## config.mk

```make
export PLATFORM = sky130hd
export DESIGN_NAME = clk_tick_scheduler_flat
export DESIGN_NICKNAME = d
export VERILOG_FILES = /design/src/rtl/clk_sched_pkg.sv /design/src/rtl/clk_tick_scheduler_if.sv /design/src/rtl/clk_sched_chan.sv /design/src/rtl/clk_tick_scheduler.sv /design/src/flat_wrapper.sv
export SDC_FILE = /design/constraint.sdc
export NUM_CORES = 1
export LEC_CHECK = 0
export BUFFER_PORTS_ARGS = -buffer_cell sky130_fd_sc_hd__buf_4
export CAP_MARGIN = 40
export CORE_MARGIN = 2
export CORE_UTILIZATION = 65
export DETAILED_ROUTE_END_ITERATION = 8
export MAX_ROUTING_LAYER = met4
export PLACE_DENSITY = 0.78
export SLEW_MARGIN = 15
export SYNTH_ARGS = -nofsm -noshare
export SYNTH_HDL_FRONTEND = slang
export SYNTH_SLANG_ARGS = --single-unit
```

## constraint.sdc

```tcl
create_clock -name clk -period 8.58 [get_ports clk]
set_input_delay 1.716 -clock clk [delete_from_list [all_inputs] [get_ports clk]]
set_output_delay 1.716 -clock clk [all_outputs]
set_load 0.1 [all_outputs]
```

## src/rtl/clk_sched_pkg.sv

```systemverilog
// Shared definitions for the clk_tick_scheduler block.
//   cw_f          : width of a channel index, max(1, clog2(n)).
//   chan_state_t  : architectural state of one tick channel.
//   DefaultDiv / DefaultRun : reset divisor and run state.
package clk_sched_pkg;

    // Channel state fields are sized to the widest supported divisor; for narrower
    // WIDTH the upper bits are only ever loaded with zero.
    localparam int unsigned StateWidth = 32;

    localparam int unsigned DefaultDiv = 25;
    localparam bit          DefaultRun = 1'b1;

    typedef struct packed {
        logic [StateWidth-1:0] cnt;
        logic [StateWidth-1:0] div;
        logic [StateWidth-1:0] nxt;
        logic                  run;
        logic                  pend;
        logic                  sq;
    } chan_state_t;

    function automatic int unsigned cw_f(input int unsigned n);
        return (n <= 2) ? 1 : int'($clog2(n));
    endfunction

endpackage

```

## src/rtl/clk_tick_scheduler_if.sv

```systemverilog
// Config write port of clk_tick_scheduler: valid/ready handshake carrying a target
// channel, a divisor and a run flag.
//   master : drives cfg_valid, cfg_chan, cfg_div, cfg_run; samples cfg_ready.
//   slave  : the scheduler; drives cfg_ready.
interface clk_tick_scheduler_if
    import clk_sched_pkg::*;
#(
    parameter int unsigned CHANNELS = 4,
    parameter int unsigned WIDTH    = 16
) ();
    localparam int unsigned CW = cw_f(CHANNELS);

    logic             cfg_valid;
    logic             cfg_ready;
    logic [CW-1:0]    cfg_chan;
    logic [WIDTH-1:0] cfg_div;
    logic             cfg_run;

    modport master (
        output cfg_valid,
        output cfg_chan,
        output cfg_div,
        output cfg_run,
        input  cfg_ready
    );

    modport slave (
        input  cfg_valid,
        input  cfg_chan,
        input  cfg_div,
        input  cfg_run,
        output cfg_ready
    );
endinterface

```

## src/rtl/clk_sched_chan.sv

```systemverilog
// One tick channel: programmable up-counter with wrap detect, deferred divisor
// latch, single-step while stopped, and a square output toggling on every tick.
//   clk, reset : system clock, synchronous active-high reset.
//   wr_en_i    : accepted config write for this channel (already gated by ready).
//   wr_div_i   : new divisor; wr_run_i : new run state.
//   step_i     : single-step request, honoured only while stopped.
//   tick_o     : registered one-cycle enable; sq_o : registered square output.
//   pend_o     : a deferred divisor is waiting for the next wrap.
module clk_sched_chan
    import clk_sched_pkg::*;
#(
    parameter int unsigned WIDTH       = 16,
    parameter int unsigned DEFAULT_DIV = DefaultDiv,
    parameter bit          RESET_RUN   = DefaultRun
) (
    input  logic             clk,
    input  logic             reset,
    input  logic             wr_en_i,
    input  logic [WIDTH-1:0] wr_div_i,
    input  logic             wr_run_i,
    input  logic             step_i,
    output logic             tick_o,
    output logic             sq_o,
    output logic             pend_o
);
    localparam chan_state_t ResetState = '{
        cnt:  '0,
        div:  StateWidth'(DEFAULT_DIV),
        nxt:  '0,
        run:  RESET_RUN,
        pend: 1'b0,
        sq:   1'b0
    };

    chan_state_t           state_q, state_d;
    logic                  tick_q, tick_d;
    logic [StateWidth-1:0] wr_div_ext;
    logic [StateWidth-1:0] eff_div;
    logic                  wrap;

    assign wr_div_ext = StateWidth'(wr_div_i);
    // Divisors 0 and 1 both mean "tick every cycle".
    assign eff_div    = (state_q.div == '0) ? StateWidth'(1) : state_q.div;
    assign wrap       = state_q.run && (state_q.cnt == eff_div - StateWidth'(1));

    always_comb begin
        state_d = state_q;
        tick_d  = 1'b0;

        if (state_q.run) begin
            if (wrap) begin
                tick_d        = 1'b1;
                state_d.cnt   = '0;
                if (state_q.pend) begin
                    state_d.div  = state_q.nxt;
                    state_d.pend = 1'b0;
                end
            end else begin
                state_d.cnt = state_q.cnt + StateWidth'(1);
            end
        end else if (step_i) begin
            tick_d = 1'b1;
        end

        if (wr_en_i) begin
            if (!wr_run_i) begin
                // Stop takes effect at once and swallows any tick on this edge.
                state_d.div  = wr_div_ext;
                state_d.cnt  = '0;
                state_d.run  = 1'b0;
                state_d.pend = 1'b0;
                tick_d       = 1'b0;
            end else if (!state_q.run) begin
                state_d.div = wr_div_ext;
                state_d.cnt = '0;
                state_d.run = 1'b1;
            end else if (wrap) begin
                // New period starts on this edge anyway, so no need to defer.
                state_d.div = wr_div_ext;
            end else begin
                state_d.nxt  = wr_div_ext;
                state_d.pend = 1'b1;
            end
        end

        if (tick_d) begin
            state_d.sq = ~state_q.sq;
        end
    end

    always_ff @(posedge clk) begin
        if (reset) begin
            state_q <= ResetState;
            tick_q  <= 1'b0;
        end else begin
            state_q <= state_d;
            tick_q  <= tick_d;
        end
    end

    assign tick_o = tick_q;
    assign sq_o   = state_q.sq;
    assign pend_o = state_q.pend;

endmodule

```

## src/rtl/clk_tick_scheduler.sv

```systemverilog
// Runtime-programmable clock-enable tick generator with CHANNELS independent channels.
//   clk, reset : system clock, synchronous active-high reset.
//   cfg        : config write port (slave side); one write accepted per cycle.
//   step       : per-channel single-step requests (level, used while stopped).
//   tick       : registered one-cycle enables; sq : registered square outputs.
//   pend       : per-channel deferred-divisor flags.
// cfg_ready is combinational from pend and cfg_chan; writes to channel numbers
// >= CHANNELS are accepted and dropped.
module clk_tick_scheduler
    import clk_sched_pkg::*;
#(
    parameter int unsigned CHANNELS    = 4,
    parameter int unsigned WIDTH       = 16,
    parameter int unsigned DEFAULT_DIV = DefaultDiv,
    parameter bit          RESET_RUN   = DefaultRun
) (
    input  logic                clk,
    input  logic                reset,
    clk_tick_scheduler_if.slave cfg,
    input  logic [CHANNELS-1:0] step,
    output logic [CHANNELS-1:0] tick,
    output logic [CHANNELS-1:0] sq,
    output logic [CHANNELS-1:0] pend
);
    localparam int unsigned CW = cw_f(CHANNELS);

    logic cfg_ready_c;
    logic cfg_accept;

    always_comb begin
        cfg_ready_c = 1'b1;
        for (int unsigned i = 0; i < CHANNELS; i++) begin
            if (cfg.cfg_chan == CW'(i)) begin
                cfg_ready_c = ~pend[i];
            end
        end
        if (reset) begin
            cfg_ready_c = 1'b0;
        end
    end

    assign cfg.cfg_ready = cfg_ready_c;
    assign cfg_accept    = cfg.cfg_valid & cfg_ready_c;

    for (genvar g = 0; g < CHANNELS; g++) begin : g_chan
        logic wr_en;
        assign wr_en = cfg_accept && (cfg.cfg_chan == CW'(g));

        clk_sched_chan #(
            .WIDTH       (WIDTH),
            .DEFAULT_DIV (DEFAULT_DIV),
            .RESET_RUN   (RESET_RUN)
        ) u_chan (
            .clk      (clk),
            .reset    (reset),
            .wr_en_i  (wr_en),
            .wr_div_i (cfg.cfg_div),
            .wr_run_i (cfg.cfg_run),
            .step_i   (step[g]),
            .tick_o   (tick[g]),
            .sq_o     (sq[g]),
            .pend_o   (pend[g])
        );
    end

endmodule

```

## src/flat_wrapper.sv

```systemverilog
// flat-port wrapper written by rule: the top's interface ports become plain ports
module clk_tick_scheduler_flat import clk_sched_pkg::*;
#(
    parameter int unsigned CHANNELS    = 4,
    parameter int unsigned WIDTH       = 16,
    parameter int unsigned DEFAULT_DIV = DefaultDiv,
    parameter bit          RESET_RUN   = DefaultRun
)
  (clk, reset, step, tick, sq, pend, cfg_cfg_valid, cfg_cfg_chan, cfg_cfg_div, cfg_cfg_run, cfg_cfg_ready);
  clk_tick_scheduler_if #(.CHANNELS(CHANNELS), .WIDTH(WIDTH)) cfg_i ();
  input  logic clk;
  input  logic reset;
  input  logic [CHANNELS-1:0] step;
  output logic [CHANNELS-1:0] tick;
  output logic [CHANNELS-1:0] sq;
  output logic [CHANNELS-1:0] pend;
  input wire logic [$bits(cfg_i.cfg_valid)-1:0] cfg_cfg_valid;
  input wire logic [$bits(cfg_i.cfg_chan)-1:0] cfg_cfg_chan;
  input wire logic [$bits(cfg_i.cfg_div)-1:0] cfg_cfg_div;
  input wire logic [$bits(cfg_i.cfg_run)-1:0] cfg_cfg_run;
  output wire logic [$bits(cfg_i.cfg_ready)-1:0] cfg_cfg_ready;
  assign cfg_i.cfg_valid = cfg_cfg_valid;
  assign cfg_i.cfg_chan = cfg_cfg_chan;
  assign cfg_i.cfg_div = cfg_cfg_div;
  assign cfg_i.cfg_run = cfg_cfg_run;
  assign cfg_cfg_ready = cfg_i.cfg_ready;
  clk_tick_scheduler #(.CHANNELS(CHANNELS), .WIDTH(WIDTH), .DEFAULT_DIV(DEFAULT_DIV), .RESET_RUN(RESET_RUN)) u_core (.clk(clk), .reset(reset), .cfg(cfg_i), .step(step), .tick(tick), .sq(sq), .pend(pend));
endmodule
```

==> results of run 1 <==
==> final cells by class <==
type                       instances  area (µm²)  share of cell area [%]
antenna                            1        2.50                  0.0125
clock buffer                      45        1020                    5.07
clock inverter                    19         189                   0.943
inverter                          22        82.6                   0.412
multi-input combinational       1665       11100                    55.3
sequential                       336        6730                    33.6
tap                              378         473                    2.36
timing repair buffer              56         478                    2.39
==> kinds of logic after synthesis <==
logic type	Yosys count
flip-flops	336
XOR/XNOR	260
AND/OR/NAND/NOR	990
buffers and inverters	164
multiplexers	162
adder cells (fa/ha/maj)	8
AO/OA/AOI/OAI	245
==> per-layer routing <==
layer | part of all wire, % | routed length, µm
met1 | 45 | 20400
met2 | 47 | 21300
met3 | 5.1 | 2320
met4 | 3.6 | 1640
met5 | 0 | 0
==> path summary, 6_finish.rpt <==
kind | end
worst max-delay path | u_core.g_chan[0].u_chan.state_q[57]$_SDFF_PP0_
worst max register to register | u_core.g_chan[0].u_chan.state_q[57]$_SDFF_PP0_
worst min register to register | u_core.g_chan[2].u_chan.state_q[18]$_SDFFE_PP0P_
worst min-delay path | u_core.g_chan[2].u_chan.state_q[18]$_SDFFE_PP0P_
==> sequential cells by signal, indices dropped and copies added, names as in the netlist, named ones only <==
register and count:
u_core.g_chan.u_chan.sq_o 4, u_core.g_chan.u_chan.state_q 324, u_core.g_chan.u_chan.tick_o 4
==> through the flow <==
step           setup slack (ps)  util, %  instance area [µm²]  power (mW)
3_5_place_dp               2610     67.4                18800        1.82
3_3_place_gp               2690     66.9                18700        1.81
2_1_floorplan              3030        -                18600        1.77
5_1_grt                    1940     71.7                20000        3.47
6_report                   2440     71.7                20000        3.37
4_1_cts                    2550     71.7                20000        3.39
==> tightest hold or removal path: stages, from the launching register on <==
cell and delay (ps):
dfxtp_1 320, mux2i_1 70, nor2_1 70
==> power breakdown <==
| part | internal [mW] | switching, mW | leakage [nW] |
|---|---|---|---|
| registers | 1.58 | 0.0274 | 2.71 |
| clock network | 0.933 | 0.644 | 0.597 |
| logic | 0.0649 | 0.124 | 4.92 |
==> cell usage in the layout (no fill, tap or decap), types with 8 or more instances in the layout <==
cell	count
clkinv_2	10
and4_1	13
buf_4	44
nand4_1	43
a21oi_1	35
nor2_1	349
and3_1	29
o31ai_1	14
a31oi_1	24
clkbuf_16	37
nor4b_1	9
nand3_1	78
xor2_1	131
a211oi_2	13
or4_1	38
mux2_2	25
xnor2_1	129
a22oi_1	19
inv_1	22
dfxtp_1	336
or3_1	22
or2_2	10
nor2b_1	16
o21ai_0	30
ha_1	8
nor3b_1	10
nor4_1	41
nand3b_1	8
nand2b_1	20
nand4b_1	10
mux2i_1	133
o211ai_1	16
nand2_1	96
a211oi_1	21
a21o_1	10
and2_1	70
nor3_1	82
==> impl_metrics.csv, run 1 <==
group,metric,value,unit
outcome,status,"finished, final reports clean",
routing,drt-initial-drc-count,1294,
synthesis,postSynthCellCount,2165,
min_path,hold_class,"reg -> reg",
grt,grt_use_met1,38.7,%
die,dieArea,29900,µm²
power,cellLeakagePower,8.23,nW
routing,vias,15600,
layout,nets,2151,
synthesis,yosys_register_bits,336,
cts,cts_buffer_depth,3,
grt,overflow,0,
place,placedCellCount,2456,
sta,slew_headroom,42.5,%
synthesis,synthDominantCellAreaShare,36.2,%
routing,detail_route.vias_per_cell,6.18,
min_path,hold_depth,2,
worst_setup_path,path_buf_inv,2,
cts,cts_setup_buffers,0,
cts,clockRootBuffer,"clkbuf_16",
die,pin_count,39,
worst_setup_path,cpMostUsedCell,"nor2_1",
sta,period_share,71.5,%
cts,clock_sinks,336,
grt,grt_pass1_wl,74.2,mm
synthesis,yosys.area_share.xor_xnor,12.3,%
synthesis,avgSynthCellArea,8.58,µm²
place,dp_hpwl,33.0,mm
worst_setup_path,crit_start,"u_core.g_chan[0].u_chan.state_q[38]$_SDFF_PP1_",
routing,drc,0,
worst_setup_path,worstPathMaxFanout,16,
routing,routedWlPerCell,18.1,µm
sta,finClkSkew,19.2,ps
worst_setup_path,end_kind,"register",
worst_setup_path,cp_num_cells,16,
grt,grt_pass1_vias,14700,
sta,final-max-slew-violation-count,0,
synthesis,netlist_top_cells_count,"nor2_1, dfxtp_1, mux2i_1",
die,design.core.area,27900,µm²
die,die_h,173,µm
worst_setup_path,r2r_slack,2440,ps
min_path,hold_start,"u_core.g_chan[2].u_chan.state_q[18]$_SDFFE_PP0P_",
synthesis,synthSimpleGateAreaFrac,28.3,%
synthesis,syn-cell-area,18600,µm²
sta,whs,489,ps
sta,finalCriticalPeriod,6140,ps
worst_setup_path,worstPathCellList,"nor4_1 > buf_2 > and3_1 > a31oi_1 > ha_1 > or4b_2 > or4_1 > nor2_1 > o2111ai_1 > nor2_1 > and4bb_2 > nand3b_1 > nand4_1 > buf_4 > a21oi_1 > and2_1",
die,start_util,66.5,%
sta,hold_viol,0,
cts,hold_buffers,0,
layout,drive_above_1_share,9.33,%
worst_setup_path,critPathSlowestCell,"or4b_2",
grt,busiest_layer,"met2",
die,chipWidth,173,µm
sta,worstMarginPinSlew,856,ps
synthesis,synth_fa_ha_area_share,0.539,%
synthesis,yosys.area.top_type,"dfxtp_1",
synthesis,ys.flop_type,"dfxtp_1",
synthesis,synth_area_leaders,"dfxtp_1, mux2i_1, nor2_1",
layout,fillerInstances,2218,
routing,drt_wl_total,45.6,mm
grt,grt.met3_usage,4.64,%
sta,rsz0062_at_grt,"false",
synthesis,yosysWarnings,0,
place,port_buffers,38,
cts,numCtsBuffers,36,
worst_setup_path,cp-start-kind,"register",
synthesis,ys_seq_area_share,36.2,%
power,power.density,168,nW/µm²
sta,max_freq,163,MHz
synthesis,synth_top_family_by_area,"simple AND/OR/NAND/NOR gates",
worst_setup_path,reg2regPathDepth,16,
synthesis,synthMuxAreaShare,8.99,%
power,peakVddDrop,0.000185,V
cts,htree_levels,2,
grt,antenna_found_initial,1,
routing,postRouteAntennaNets,0,
routing,dr.pass1.iters,5,
grt,grt_max_degree,62,
layout,fin_cells,2522,
synthesis,synth_most_common_cell,"nor2_1",
place,gp_congestion,0.945,
grt,grtUsageTotal,30.4,%
sta,setup_tns,0,ps
worst_setup_path,arrival,6600,ps
worst_setup_path,rr_startpoint,"u_core.g_chan[0].u_chan.state_q[38]$_SDFF_PP1_",
worst_setup_path,critical_path.top_delay_family,"simple AND/OR/NAND/NOR gates",
job,maxCapViolations,0,
sta,finalSetupViolCount,0,
die,row_count,61,
cts,worstSkewPairLatency,530,ps
cts,cts.reportedPaths.clkPinSlew,60,ps
synthesis,synthDistinctLibCells,86,
worst_setup_path,worstSetupPathType,"reg -> reg",
cts,cts_resized,0,
synthesis,synth_edf_count,0,
layout,areaGrowthSynthToFinish,7.94,%
synthesis,async_reset_ff_share,0,%
synthesis,synth-compound-area-share,9.54,%
synthesis,syn_nets,2199,
grt,grt_util_met2,49.1,%
cts,cts_tree,"built",
worst_setup_path,crit_required,9040,ps
worst_setup_path,critPathMaxStageDelay,700,ps
Note: power is estimated with default switching activity, not from simulation.
==> run 2: changes to the inputs <==
--- a/config.mk
+++ b/config.mk
@@ -8,10 +8,10 @@
 export BUFFER_PORTS_ARGS = -buffer_cell sky130_fd_sc_hd__buf_4
 export CAP_MARGIN = 40
 export CORE_MARGIN = 2
-export CORE_UTILIZATION = 65
+export CORE_UTILIZATION = 57
 export DETAILED_ROUTE_END_ITERATION = 8
 export MAX_ROUTING_LAYER = met4
-export PLACE_DENSITY = 0.78
+export PLACE_DENSITY = 0.72
 export SLEW_MARGIN = 15
 export SYNTH_ARGS = -nofsm -noshare
 export SYNTH_HDL_FRONTEND = slang
==> constraint.sdc (replaced) <==
create_clock -name clk -period 5.3 [get_ports clk]
set_input_delay 1.06 -clock clk [delete_from_list [all_inputs] [get_ports clk]]
set_output_delay 1.06 -clock clk [all_outputs]
set_load 0.1 [all_outputs]
==> impl_metrics.csv, run 2 (same netlist as run 1, synthesis figures left out) <==
group,metric,value,unit
worst_setup_path,cp-start-kind,"register",
sta,rsz0062_at_grt,"false",
sta,finClkSkew,14.5,ps
cts,worstSkewPairLatency,540,ps
layout,final_common_cell,"nor2_1",
die,pin_count,39,
die,row_count,66,
worst_setup_path,worstPathMaxFanout,8,
cts,cts_setup_buffers,0,
sta,worstMarginPinSlew,831,ps
layout,fin_cells,2624,
worst_setup_path,arrival,5430,ps
power,power,5.48,mW
layout,fin_area,20400,µm²
routing,drt-initial-drc-count,1151,
layout,largest-register,"u_core.g_chan.u_chan.state_q",
cts,cts.reportedPaths.clkPinSlew,60,ps
die,start_util,57.5,%
grt,grtUsageTotal,28.5,%
grt,antenna_found_initial,0,
layout,drive_above_1_share,10.9,%
power,cellLeakagePower,8.43,nW
layout,largest_reg_flops,324,
place,postPlaceCellArea,19200,µm²
power,power.density,268,nW/µm²
min_path,hold_class,"reg -> reg",
place,placedCellCount,2555,
sta,worst_slack,295,ps
die,dieArea,34000,µm²
sta,whs,491,ps
layout,nets,2188,
routing,dr.pass1.iters,8,
grt,grt_pass1_vias,14600,
grt,grt_max_degree,82,
die,chipWidth,184,µm
grt,grt_pass1_wl,76.2,mm
layout,areaGrowthSynthToFinish,10.1,%
cts,htree_levels,2,
routing,detail_route.vias_per_cell,5.96,
cts,numCtsBuffers,37,
worst_setup_path,worstPathCellList,"or4_1 > or4_1 > nor3_1 > a21oi_1 > ha_1 > or4b_1 > or4_4 > nor3_2 > xnor2_1 > a2111oi_2 > nor4b_4 > and4_1 > nand2_1 > a21oi_2 > mux2_2",
layout,final_cell_mix,"nor2_1, dfxtp_1, mux2i_1, xor2_1, xnor2_1",
cts,clockRootBuffer,"clkbuf_16",
sta,finalSetupViolCount,0,
outcome,status,"finished, final reports clean",
layout,n_antenna_cell,0,
sta,slew_headroom,44.6,%
place,dp_hpwl,34.1,mm
job,maxCapViolations,0,
cts,clock_sinks,336,
place,dp_slack,2.22,ps
grt,grt_use_met1,37.2,%
worst_setup_path,end_kind,"register",
die,die_h,184,µm
worst_setup_path,critPathSlowestCell,"or4_1",
worst_setup_path,worstSetupPathType,"reg -> reg",
sta,hold_viol,0,
place,gp_congestion,0.932,
power,peakVddDrop,0.000228,V
sta,finalCriticalPeriod,5000,ps
grt,grt.met3_usage,3.44,%
routing,vias,15600,
worst_setup_path,critPathMaxStageDelay,690,ps
routing,routedWlPerCell,18.0,µm
worst_setup_path,cpMostUsedCell,"or4_1",
layout,final_core_util,63.3,%
sta,period_share,94.4,%
routing,drt_wl_total,47.3,mm
routing,postRouteAntennaNets,0,
worst_setup_path,crit_required,5730,ps
grt,grt_util_met2,45.6,%
layout,fillerInstances,2806,
cts,cts_buffer_depth,3,
grt,overflow,0,
sta,max_freq,200,MHz
routing,drc,0,
sta,final-max-slew-violation-count,0,
sta,setup_tns,0,ps
die,design.core.area,32300,µm²
grt,busiest_layer,"met2",
place,port_buffers,38,
cts,cts_tree,"built",
[run 2: timing repair]
| action | 4_1_cts | 5_1_grt |
|---|---|---|
| gates resized for setup | 1 | 6 |
| gates cloned | 0 | 0 |
| hold endpoints to repair | 0 | 0 |
| setup endpoints to repair | 1 | 77 |
| hold buffers | 0 | 0 |
[run 2: worst paths after layout]
path / slack, ps / start / cells past startpoint / end
worst max-delay path: 300 / u_core.g_chan[3].u_chan.state_q[54]$_SDFF_PP0_ / 15 / u_core.g_chan[3].u_chan.sq_o$_SDFFE_PP0P_
worst min register to register: 490 / u_core.g_chan[1].u_chan.state_q[66]$_SDFF_PP0_ / 2 / u_core.g_chan[1].u_chan.state_q[66]$_SDFF_PP0_
worst max register to register: 300 / u_core.g_chan[3].u_chan.state_q[54]$_SDFF_PP0_ / 15 / u_core.g_chan[3].u_chan.sq_o$_SDFFE_PP0P_
worst min-delay path: 490 / u_core.g_chan[1].u_chan.state_q[66]$_SDFF_PP0_ / 2 / u_core.g_chan[1].u_chan.state_q[66]$_SDFF_PP0_
[run 2: layout make-up]
cell class              count  area (µm²)  area share [%]
inverters                  22        82.6           0.404
clock buffers              56        1120            5.48
repair buffers             92         758            3.71
well taps                 442         553            2.71
multi-input cells        1665       11100            54.3
flip-flops and latches    336        6730            32.9
clock inverters            11        93.8           0.459
[run 2: layer usage]
metal	up-vias	wire length, µm
met5	-	0
met2	394	22000
met3	93	2110
li1	7637	-
met1	7520	21800
met4	0	1440
[run 2: power breakdown]
group	internal, mW	switching, mW	total [mW]	leakage (nW)
Combinational	0.112	0.206	0.319	5.12
Clock	1.51	1.06	2.57	0.600
Sequential	2.55	0.0434	2.60	2.71
Total	4.18	1.31	5.48	8.43
[run 2: worst max-delay path, delay by kind of cell, from the launching register on]
family	cells	cell delay [ps]
and+or+nand+nor	9	2960
AOI/OAI and AO/OA	3	850
DFF	1	370
muxes	1	360
adders and majority gates	1	230
xor gates and xnor gates	1	120
